$ cat src/rtl/fetch_operand_stage.sv
// fetch_operand_stage: fetch-operand (FOA) stage between fetch and execute.
// Accepts an instruction from fetch, decodes its 4-bit opcode, reads up to two
// operands from a single-port synchronous data memory (read data arrives the
// cycle after the strobe), and then presents the instruction and its operands
// to execute.
// Optional build macro: FOA_PERF_CNT_EN adds stall_cycles / instr_retired counters.
module fetch_operand_stage #(
  parameter int ADDR_WIDTH  = 10,
  parameter int DADDR_WIDTH = 14,
  parameter int DATA_WIDTH  = 32
) (
  input  logic                       clk,
  input  logic                       rst,
  input  logic                       valid_in,
  input  logic [ADDR_WIDTH-1:0]      pc_in,
  input  logic [4+2*DADDR_WIDTH-1:0] instr_in,
  input  logic                       flush,
  input  logic                       stall_in,
  output logic                       stall_out,
  output logic                       mem_rd_en,
  output logic [DADDR_WIDTH-1:0]     mem_rd_addr,
  input  logic [DATA_WIDTH-1:0]      mem_rd_data,
  output logic                       valid_out,
  output logic [ADDR_WIDTH-1:0]      pc_out,
  output logic [3:0]                 opcode_out,
  output logic [DADDR_WIDTH-1:0]     a_out,
  output logic [DADDR_WIDTH-1:0]     b_out,
  output logic [DATA_WIDTH-1:0]      opa_out,
  output logic [DATA_WIDTH-1:0]      opb_out
`ifdef FOA_PERF_CNT_EN
  ,
  output logic [15:0]                stall_cycles,
  output logic [15:0]                instr_retired
`endif
);

  localparam int INSTR_WIDTH = 4 + 2 * DADDR_WIDTH;

  localparam logic [3:0] OP_ADDI = 4'd3;
  localparam logic [3:0] OP_SRLI = 4'd7;
  localparam logic [3:0] OP_CP   = 4'd10;
  localparam logic [3:0] OP_CPIM = 4'd11;  // CPi: immediate copy, no reads
  localparam logic [3:0] OP_CPI  = 4'd12;  // CPI: indirect read through mem[B]
  localparam logic [3:0] OP_JMP  = 4'd15;

  typedef enum logic [1:0] {IDLE, RD1, RD2, OUT} state_t;

  // Number of data-memory reads an opcode requires.
  function automatic logic [1:0] reads_needed(input logic [3:0] op);
    logic [1:0] n;
    case (op)
      OP_CPIM, OP_JMP:        n = 2'd0;
      OP_ADDI, OP_SRLI, OP_CP: n = 2'd1;
      default:                n = 2'd2;
    endcase
    return n;
  endfunction

  // Opcodes whose first read targets field B rather than field A.
  function automatic logic first_is_b(input logic [3:0] op);
    return (op == OP_CP) || (op == OP_CPI);
  endfunction

  state_t                   state_reg, state_next;
  logic [ADDR_WIDTH-1:0]    pc_reg;
  logic [3:0]               opcode_reg;
  logic [DADDR_WIDTH-1:0]   a_reg, b_reg;
  logic [DATA_WIDTH-1:0]    opa_reg, opb_reg;
  // The final read's data only arrives during the first OUT cycle, so these
  // flags route mem_rd_data straight to the output for that one cycle and
  // register it at the end of it.
  logic                     cap_a_reg, cap_b_reg;

  logic [3:0]               in_op;
  logic [DADDR_WIDTH-1:0]   in_a, in_b;
  logic                     accept;

  assign in_op  = instr_in[INSTR_WIDTH-1 -: 4];
  assign in_a   = instr_in[2*DADDR_WIDTH-1 -: DADDR_WIDTH];
  assign in_b   = instr_in[DADDR_WIDTH-1:0];
  assign accept = (state_reg == IDLE) && valid_in && !stall_in && !flush;

  // Next-state logic; flush overrides every other transition.
  always_comb begin
    state_next = state_reg;
    case (state_reg)
      IDLE: if (accept) state_next = (reads_needed(in_op) != 2'd0) ? RD1 : OUT;
      RD1:  state_next = (reads_needed(opcode_reg) == 2'd2) ? RD2 : OUT;
      RD2:  state_next = OUT;
      OUT:  if (!stall_in) state_next = IDLE;
      default: state_next = IDLE;
    endcase
    if (flush) state_next = IDLE;
  end

  // Memory strobe/address and stall request; all suppressed during flush or reset.
  always_comb begin
    mem_rd_en   = 1'b0;
    mem_rd_addr = '0;
    stall_out   = 1'b0;
    if (!flush && !rst) begin
      case (state_reg)
        IDLE: stall_out = valid_in && (reads_needed(in_op) != 2'd0);
        RD1: begin
          mem_rd_en   = 1'b1;
          mem_rd_addr = first_is_b(opcode_reg) ? b_reg : a_reg;
          stall_out   = 1'b1;
        end
        RD2: begin
          mem_rd_en   = 1'b1;
          mem_rd_addr = (opcode_reg == OP_CPI) ? mem_rd_data[DADDR_WIDTH-1:0] : b_reg;
          stall_out   = 1'b1;
        end
        OUT:     stall_out = stall_in;
        default: stall_out = 1'b0;
      endcase
    end
  end

  // State, instruction latch and operand capture.
  always_ff @(posedge clk) begin
    if (rst) begin
      state_reg  <= IDLE;
      pc_reg     <= '0;
      opcode_reg <= '0;
      a_reg      <= '0;
      b_reg      <= '0;
      opa_reg    <= '0;
      opb_reg    <= '0;
      cap_a_reg  <= 1'b0;
      cap_b_reg  <= 1'b0;
    end else begin
      state_reg <= state_next;
      cap_a_reg <= 1'b0;
      cap_b_reg <= 1'b0;
      if (!flush) begin
        case (state_reg)
          IDLE: begin
            if (accept) begin
              pc_reg     <= pc_in;
              opcode_reg <= in_op;
              a_reg      <= in_a;
              b_reg      <= in_b;
              opa_reg    <= '0;
              opb_reg    <= '0;
            end
          end
          RD1: begin
            if (reads_needed(opcode_reg) == 2'd1) begin
              if (first_is_b(opcode_reg)) cap_b_reg <= 1'b1;
              else                        cap_a_reg <= 1'b1;
            end
          end
          RD2: begin
            // First datum is an operand except for CPI, where it is only a pointer.
            if (opcode_reg != OP_CPI) opa_reg <= mem_rd_data;
            cap_b_reg <= 1'b1;
          end
          OUT: begin
            if (cap_a_reg) opa_reg <= mem_rd_data;
            if (cap_b_reg) opb_reg <= mem_rd_data;
          end
          default: ;
        endcase
      end
    end
  end

  assign valid_out  = (state_reg == OUT);
  assign pc_out     = pc_reg;
  assign opcode_out = opcode_reg;
  assign a_out      = a_reg;
  assign b_out      = b_reg;
  assign opa_out    = cap_a_reg ? mem_rd_data : opa_reg;
  assign opb_out    = cap_b_reg ? mem_rd_data : opb_reg;

`ifdef FOA_PERF_CNT_EN
  logic [15:0] stall_cycles_reg;
  logic [15:0] instr_retired_reg;

  // Saturating stall-cycle counter and wrapping retirement counter; flush does not clear them.
  always_ff @(posedge clk) begin
    if (rst) begin
      stall_cycles_reg  <= '0;
      instr_retired_reg <= '0;
    end else begin
      if (stall_out && (stall_cycles_reg != 16'hFFFF))
        stall_cycles_reg <= stall_cycles_reg + 16'd1;
      if ((state_reg == OUT) && !stall_in && !flush)
        instr_retired_reg <= instr_retired_reg + 16'd1;
    end
  end

  assign stall_cycles  = stall_cycles_reg;
  assign instr_retired = instr_retired_reg;
`else
  // Performance counters are not built in this configuration.
`endif

endmodule

$ cat config.mk
export PLATFORM = sky130hd
export DESIGN_NAME = fetch_operand_stage
export DESIGN_NICKNAME = d
export VERILOG_FILES = /design/src/rtl/fetch_operand_stage.sv
export SDC_FILE = /design/constraint.sdc
export NUM_CORES = 1
export LEC_CHECK = 0
export ABC_AREA = 1
export CORE_ASPECT_RATIO = 1.75
export CORE_UTILIZATION = 45
export CTS_CLUSTER_SIZE = 40
export DETAILED_ROUTE_END_ITERATION = 10
export GPL_ROUTABILITY_DRIVEN = 0
export HOLD_SLACK_MARGIN = 0.1
export PLACE_DENSITY = 0.77
export SETUP_SLACK_MARGIN = 0.02
export SYNTH_ARGS = -nofsm -noshare
export SYNTH_HDL_FRONTEND = slang
export SYNTH_SLANG_ARGS = --single-unit
$ cat constraint.sdc
create_clock -name clk -period 2.4 [get_ports clk]
set_input_delay 0.48 -clock clk [delete_from_list [all_inputs] [get_ports clk]]
set_output_delay 0.48 -clock clk [all_outputs]
set_load 0.02 [all_outputs]
# [Word-level counts from Yosys, hierarchy flattened]
# Index checks and enable logic that the tools add are counted.
[totals] ff_bits=110 wordCells=89
[op_classes] bitwise_logic=3 n_eq_ne=20 n_reduce_logical=25 n_mux=32
[op_table] operator="$mux W32" count=4
[op_table] operator="$pmux W32 S3" count=1
[op_table] operator="$pmux W32 S2" count=1
[op_table] operator="$mux W14" count=3
[op_table] operator="$eq A4 B4 Y1 const B" count=7
[op_table] operator="$pmux W14 S2" count=1
[op_table] operator="$mux W2" count=10
[op_table] operator="$eq A4 B2 Y1 const B" count=2
[op_table] operator="$eq A4 B3 Y1 const B" count=2
[op_table] operator="$pmux W2 S2" count=2
[op_table] operator="$pmux W2 S4" count=1
[op_table] operator="$reduce_or A2 Y1" count=4
[op_table] operator="$mux W1" count=7
[op_table] operator="$eq A2 B2 Y1 const B" count=3
[op_table] operator="$ne A2 B2 Y1 const B" count=3
[op_table] operator="$reduce_and A3 Y1" count=2
[op_table] operator="$reduce_bool A2 Y1" count=3
[op_table] operator="$reduce_or A3 Y1" count=2
[op_table] operator="$logic_and A1 B1 Y1" count=5
[op_table] operator="$eq A2 B1 Y1 const B" count=2
[op_table] operator="$ne A4 B4 Y1 const B" count=1
[op_table] operator="$reduce_and A4 Y1" count=1
[op_table] operator="$reduce_or A4 Y1" count=1
[op_table] operator="$logic_not A1 Y1" count=3
[op_table] operator="other kinds (7)" count=9

# [Longest topological paths before layout]
# Gate-level depths: netlist of run 1.
[depth] ltp_word=10 depth_mapped=11 ltp_nobuf=10

# [Worst setup path before layout of run 1]
# OpenSTA, ideal clock, no wires.
[synth_path] path_type="register to output" from="register state_reg[0]" to="output mem_rd_addr[10]" t_arrival_ns=1.849 path_stages_with_launch=8 slack_ns=0.071 cell_sequence="dfxtp_1 > inv_1 > ha_1 > inv_1 > nor2_1 > inv_1 > buf_2 > a21oi_1"
[synth_between] elab_chain_cells=3 word_cells_on_any_way=4 classes_between="eq/ne: 2; mux: 2"
[synth_rtl] element="from (decl)" line="64" source="state_t state_reg, state_next;"
[synth_rtl] element="from (signal assigned)" line="133" source="state_reg <= state_next;"
[synth_rtl] element="$eq A2 B2 Y1 or $eq A2 B1 Y1 (tied branches)" line="102" source="case (state_reg)"
[synth_rtl] element="$pmux W14 S2 (*)" line="102"
[synth_rtl] element="$mux W14 (*)" line="101" source="if (!flush && !rst) begin"
[synth_rtl] element="to (decl)" line="21" source="output logic [DADDR_WIDTH-1:0] mem_rd_addr,"
# Mark *: on every way between the ends. The rest lies on a longest branch, timed or not.

# [Final worst setup path of run 1]
[layout_path] from="input flush" to="output mem_rd_addr[0]"
[layout_between] elab_chain_cells=3
[layout_rtl] element="from (decl)" line="17" source="input logic flush,"
[layout_rtl] element="$logic_not A1 Y1"
[layout_rtl] element="$logic_and A1 B1 Y1" line="101"
[layout_rtl] element="$mux W14" line="101"
# Every way passes these cells.

==> results of run 1 <==
metrics by stage:
step / total power [mW] / util [%] / setup WS (ns)
global route: 5.07 / 69.6 / 0.00898
CTS: 4.87 / 68.0 / 0.0206
floorplan: 2.67 / - / 0.0711
global placement: 3.22 / 65.9 / -0.358
finish: 4.84 / 69.6 / 0.0786
detailed placement: 3.24 / 65.9 / -0.421
worst paths after layout:
| kind | cells after the start | from | end |
|---|---|---|---|
| max | 8 | flush | mem_rd_addr[0] |
| max reg2reg | 6 | state_reg[0] | opb_reg[28] |
| min reg2reg | 2 | pc_out[7] | pc_out[7] |
| min | 2 | pc_out[7] | pc_out[7] |
logic make-up after synthesis:
| logic type | synth area share, % |
|---|---|
| AO/OA/AOI/OAI | 23.2 |
| adder cells (fa/ha/maj) | 1.07 |
| buffers and inverters | 11.2 |
| flip-flops | 37.8 |
| AND/OR/NAND/NOR | 26.8 |
report_power, final:
group | internal [mW] | switching (mW) | total, mW
combinational | 0.515 | 0.652 | 1.17
clock | 0.931 | 0.725 | 1.66
sequential | 1.95 | 0.0582 | 2.01
Yosys cell counts:
library cell  instances  area share [%]
a21boi_0              1            0.13
a21oi_1              74             6.3
a21oi_2               1            0.15
a32oi_1               1            0.15
buf_1                 7            0.45
buf_2                24             2.1
buf_6                 3            0.58
clkbuf_1             31             2.0
dfxtp_1             110              38
ha_1                  5             1.1
inv_1                92             5.9
inv_2                 3            0.19
nand2_1             196              13
nand2_2               4            0.43
nand2_4               2            0.39
nand3_1              16             1.4
nand3b_1             14             1.8
nand4_1               2            0.21
nor2_1              155              10
o2111a_1              1            0.19
o211ai_1              6            0.77
o21ai_0             149              13
o21ai_1              31             2.7
layer usage:
metal	global-route usage, %	up-vias	wire, microns
li1	-	3372	-
met1	29.7	3029	7300
met2	50.8	212	9710
met3	5.90	48	1090
met4	15.6	0	789
met5	0	-	0
cell type report:
class	count	area, sq um	share of cell area, %
clock buffers	9	225	2.57
inverters	95	357	4.08
multi-input cells	658	3030	34.6
repair buffers	259	2610	29.8
well taps	168	210	2.40
flip-flops and latches	110	2210	25.3
diodes	1	2.50	0.0286
clock inverters	7	104	1.19
repair_timing:
item	CTS	global route
pin swaps	1	9
endpoints found under the setup margin	67	49
gates resized for setup	90	75
setup buffers	3	3
worst max-delay path, delay by kind of cell:
family	cells	cell delay [ns]
compound gates	1	0.14
simple gates	2	0.29
buf+inv	5	0.92
==> impl_metrics.tcl, run 1 <==
set metrics [dict create \
    status "complete, no violations" \
    p_leak_nw 4.51 \
    timing.fmax_mhz 431 \
    design_area_sq_mm 0.00875 \
    crit_arrival_ns 1.84 \
    maxCapViolations 0 \
    setup_viol 0 \
    startpoint_type "input port" \
    clock_path_buffers 2 \
    critical_path.endpoint_type "output pin" \
    hpwl_microns 13100 \
    wl_per_cell_microns 14.4 \
    grt_pass1_wl_microns 30100 \
    overflow 0 \
    grt_max_degree 107 \
    pin_count 202 \
    dr_total_vias 6661 \
    yosys_warnings 0 \
    insertion_delay_ns 0.35 \
    antenna_found_initial 1 \
    grt_pass1_vias 6431 \
    design.core.area_sq_mm 0.0126 \
    yosys_register_bits 110 \
    holdBufCountCts 0 \
    vias_per_cell 5.10 \
    synth_area_sq_mm 0.00583 \
    rows 54 \
    final_common_cell "nand2_1" \
    numCtsBuffers 9 \
    antenna_left 0 \
    fin_cells 1307 \
    fin_skew_ns 0.00963 \
    clk_pin_slew_worst_paths_ns 0.07 \
    cts-root-buf "clkbuf_16" \
    grt_usage_pct 28.3 \
    fin_setup_tns_ns 0 \
    rrSetupSlack_ns 0.62 \
    final_cell_mix "nand2_1, nor2_1, o21ai_0, clkdlybuf4s50_1, dfxtp_1" \
    drc 0 \
    slowest_stage "clkdlybuf4s50_1" \
    hold_viol_final 0 \
    cp_max_fo 15 \
    htree_levels 3 \
    start_util_pct 46.4 \
    cts_tree "built" \
    die_y_microns 153 \
    first_pass_iters 5 \
    wl_microns 18900 \
    fp.dieW_microns 88.1 \
    hold_path_class "flop to flop" \
    post-place-cells 1284 \
    layout-drive-gt1-share_pct 10.8 \
    seq_area_frac_synth_pct 37.8 \
    slew_viol_final 0 \
    worstPathCellList "clkdlybuf4s50_1, nor2_2, inv_2, nor2_4, inv_1, buf_12, a21oi_1, buf_4" \
    whs_ns 0.485 \
    rsz0062_at_grt "no" \
    postPlaceCellArea_sq_mm 0.00829 \
    tightest_slew_ns 0.712 \
    fin_crit_ns 2.32 \
    portBuffers 201 \
    cp.required_ns 1.92 \
    maxSlewHeadroom_pct 52.5 \
    vdd_drop_max_v 0.000464 \
    n_fill_cell 1125 \
    power_density_mw_per_mm2 553 \
    syn_nets 1012 \
    die-area_sq_mm 0.0134 \
    drt_iter0_drc 332 \
    netlist_instances 928 \
    period_share_pct 96.7 \
    critPathKind "input port to output pin" \
    synth.distinct_cells 23 \
    clkSinkCount 110 \
    syn_avg_cell_area_sq_um 6.29 \
    fin_nets 1217 \
    area_growth_pct 50.0 \
    max_stage_delay_ns 0.44 \
]
Power figures use the tool's default switching activity.
==> run 2, diff against run 1 <==
--- a/config.mk
+++ b/config.mk
@@ -10,7 +10,8 @@
 export CORE_UTILIZATION = 45
 export CTS_CLUSTER_SIZE = 40
 export DETAILED_ROUTE_END_ITERATION = 10
-export GPL_ROUTABILITY_DRIVEN = 0
+export GPL_ROUTABILITY_DRIVEN = 1
+export GPL_TIMING_DRIVEN = 1
 export HOLD_SLACK_MARGIN = 0.1
 export PLACE_DENSITY = 0.77
 export SETUP_SLACK_MARGIN = 0.02
==> run 2 against run 1 <==
Compared with the run above: core utilization decreased by 0.64 points; register-to-register slack improved by 0.06 ns; non-clock buffer count decreased by 1; critical endpoint is now mem_rd_addr[2]; highest routed layer unchanged; flip-flop and latch count unchanged; cell count unchanged; sequential power about the same; sequential share of layout area increased by 0.16 points; largest cell class unchanged; power decreased by 3.4%; fmax increased by 0.63%; routed wire length decreased by 2.2%; via count decreased by 0.80%.
==> impl_metrics.tcl, run 2 (synthesized netlist as in run 1, its figures left out) <==
set metrics [dict create \
    status "complete, no violations" \
    first_pass_iters 5 \
    fin_nets 1216 \
    wl_microns 18500 \
    htree_levels 3 \
    power_density_mw_per_mm2 539 \
    cp.required_ns 1.92 \
    clkSinkCount 110 \
    fin_skew_ns 0.00891 \
    drt_iter0_drc 351 \
    switching_share_pct 29.7 \
    fp.dieW_microns 88.1 \
    grt_max_degree 65 \
    hpwl_microns 13200 \
    final_cell_mix "nand2_1, nor2_1, o21ai_0, clkdlybuf4s50_1, dfxtp_1" \
    grt_pass1_vias 6264 \
    overflow 0 \
    vias_per_cell 5.06 \
    pin_count 202 \
    grt_pass1_wl_microns 29700 \
    area_growth_pct 48.6 \
    slew_viol_final 0 \
    power_mw 4.67 \
    seqPwrFrac_pct 43.0 \
    fin_crit_ns 2.31 \
    portBuffers 201 \
    cp_top_family "buffers and inverters" \
    wl_per_cell_microns 14.1 \
    clock_path_buffers 2 \
    insertion_delay_ns 0.34 \
    holdBufCountCts 0 \
    hold_viol_final 0 \
    tightest_slew_ns 0.714 \
    rows 54 \
    cts-root-buf "clkbuf_16" \
    numCtsBuffers 9 \
    clk_pin_slew_worst_paths_ns 0.07 \
    maxSlewHeadroom_pct 52.4 \
    vdd_drop_max_v 0.000394 \
    power.internal_mw 3.28 \
    design.core.area_sq_mm 0.0126 \
    die-area_sq_mm 0.0134 \
    cp_max_fo 15 \
    crit_buf_inv 5 \
    maxCapViolations 0 \
    setup_viol 0 \
    hold_path_class "flop to flop" \
    antenna_found_initial 2 \
    drc 0 \
    critical_path.endpoint_type "output pin" \
    post-place-cells 1286 \
    pwr-share-clk_pct 32.2 \
    worstPathCellList "clkdlybuf4s50_1, nor2_2, inv_1, nor2_2, inv_1, buf_12, a21oi_1, buf_2" \
    cts_tree "built" \
    grt_usage_pct 28.0 \
    timing.fmax_mhz 433 \
    slowest_stage "clkdlybuf4s50_1" \
    rsz0062_at_grt "no" \
    crit_arrival_ns 1.83 \
    whs_ns 0.484 \
    die_y_microns 153 \
    fin_cells 1307 \
    p_leak_nw 4.40 \
    layout-drive-gt1-share_pct 9.85 \
    antenna_left 0 \
    start_util_pct 46.4 \
    dr_total_vias 6608 \
    combPwrFrac_pct 24.7 \
    period_share_pct 96.1 \
    final_common_cell "nand2_1" \
    gp_congestion 0.960 \
    p_switching_mw 1.39 \
    critPathKind "input port to output pin" \
    max_stage_delay_ns 0.44 \
    startpoint_type "input port" \
]
run 2: layer usage:
layer  track usage (%)  vias up  routed length [microns]  share of wire (%)
met3              5.09       48                      982                5.3
li1                  -     3387                        -                  -
met4              16.0        0                      867                4.7
met1              30.6     2967                     7140                 39
met5                 0        -                        0                  0
met2              49.1      206                     9480                 51
run 2: path summary, 6_finish.rpt:
path / startpoint / to / slack [ns] / cells after the start
worst min register to register: pc_out[7] / pc_out[7] / 0.48 / 2
worst min-delay path: pc_out[7] / pc_out[7] / 0.48 / 2
worst max-delay path: rst / mem_rd_addr[2] / 0.09 / 8
worst max register to register: state_reg[0] / opb_reg[28] / 0.68 / 6
run 2: repair_timing:
item	CTS	global route
buffers inserted	1	2
pin swaps	0	3
setup endpoints to repair	72	43
gates resized for setup	95	48
run 2: area by class of cell:
| class | instances | area (sq um) |
|---|---|---|
| antenna | 2 | 5.00 |
| clock buffer | 9 | 225 |
| clock inverter | 7 | 73.8 |
| fill | 1118 | 3900 |
| inverter | 95 | 357 |
| multi-input combinational | 658 | 3010 |
| sequential | 110 | 2210 |
| tap | 168 | 210 |
| timing repair buffer | 258 | 2580 |
run 2: per-stage QoR:
step / TNS [ns] / worst slack, ns / util [%] / area, sq um
finish: 0 / 0.0932 / 69.0 / 8670
CTS: 0 / 0.0237 / 67.9 / 8530
global placement: -5.80 / -0.371 / 66.2 / 8330
floorplan: 0 / 0.0711 / - / 5830
global route: 0 / 0.00775 / 69.0 / 8670
detailed placement: -6.40 / -0.437 / 66.2 / 8330
run 2: tightest hold or removal path, delay by kind of cell, from the launching register on:
| family | cells | cell delay, ns |
|---|---|---|
| DFF | 1 | 0.33 |
| and+or+nand+nor | 2 | 0.13 |
run 2: power by group through the flow:
stage	logic (mW)	clock network, mW	registers, mW
floorplan	0.572	0	2.09
global placement	1.18	0	2.05
detailed placement	1.19	0	2.05
CTS	1.16	1.55	2.01
global route	1.28	1.62	2.02
finish	1.15	1.51	2.01
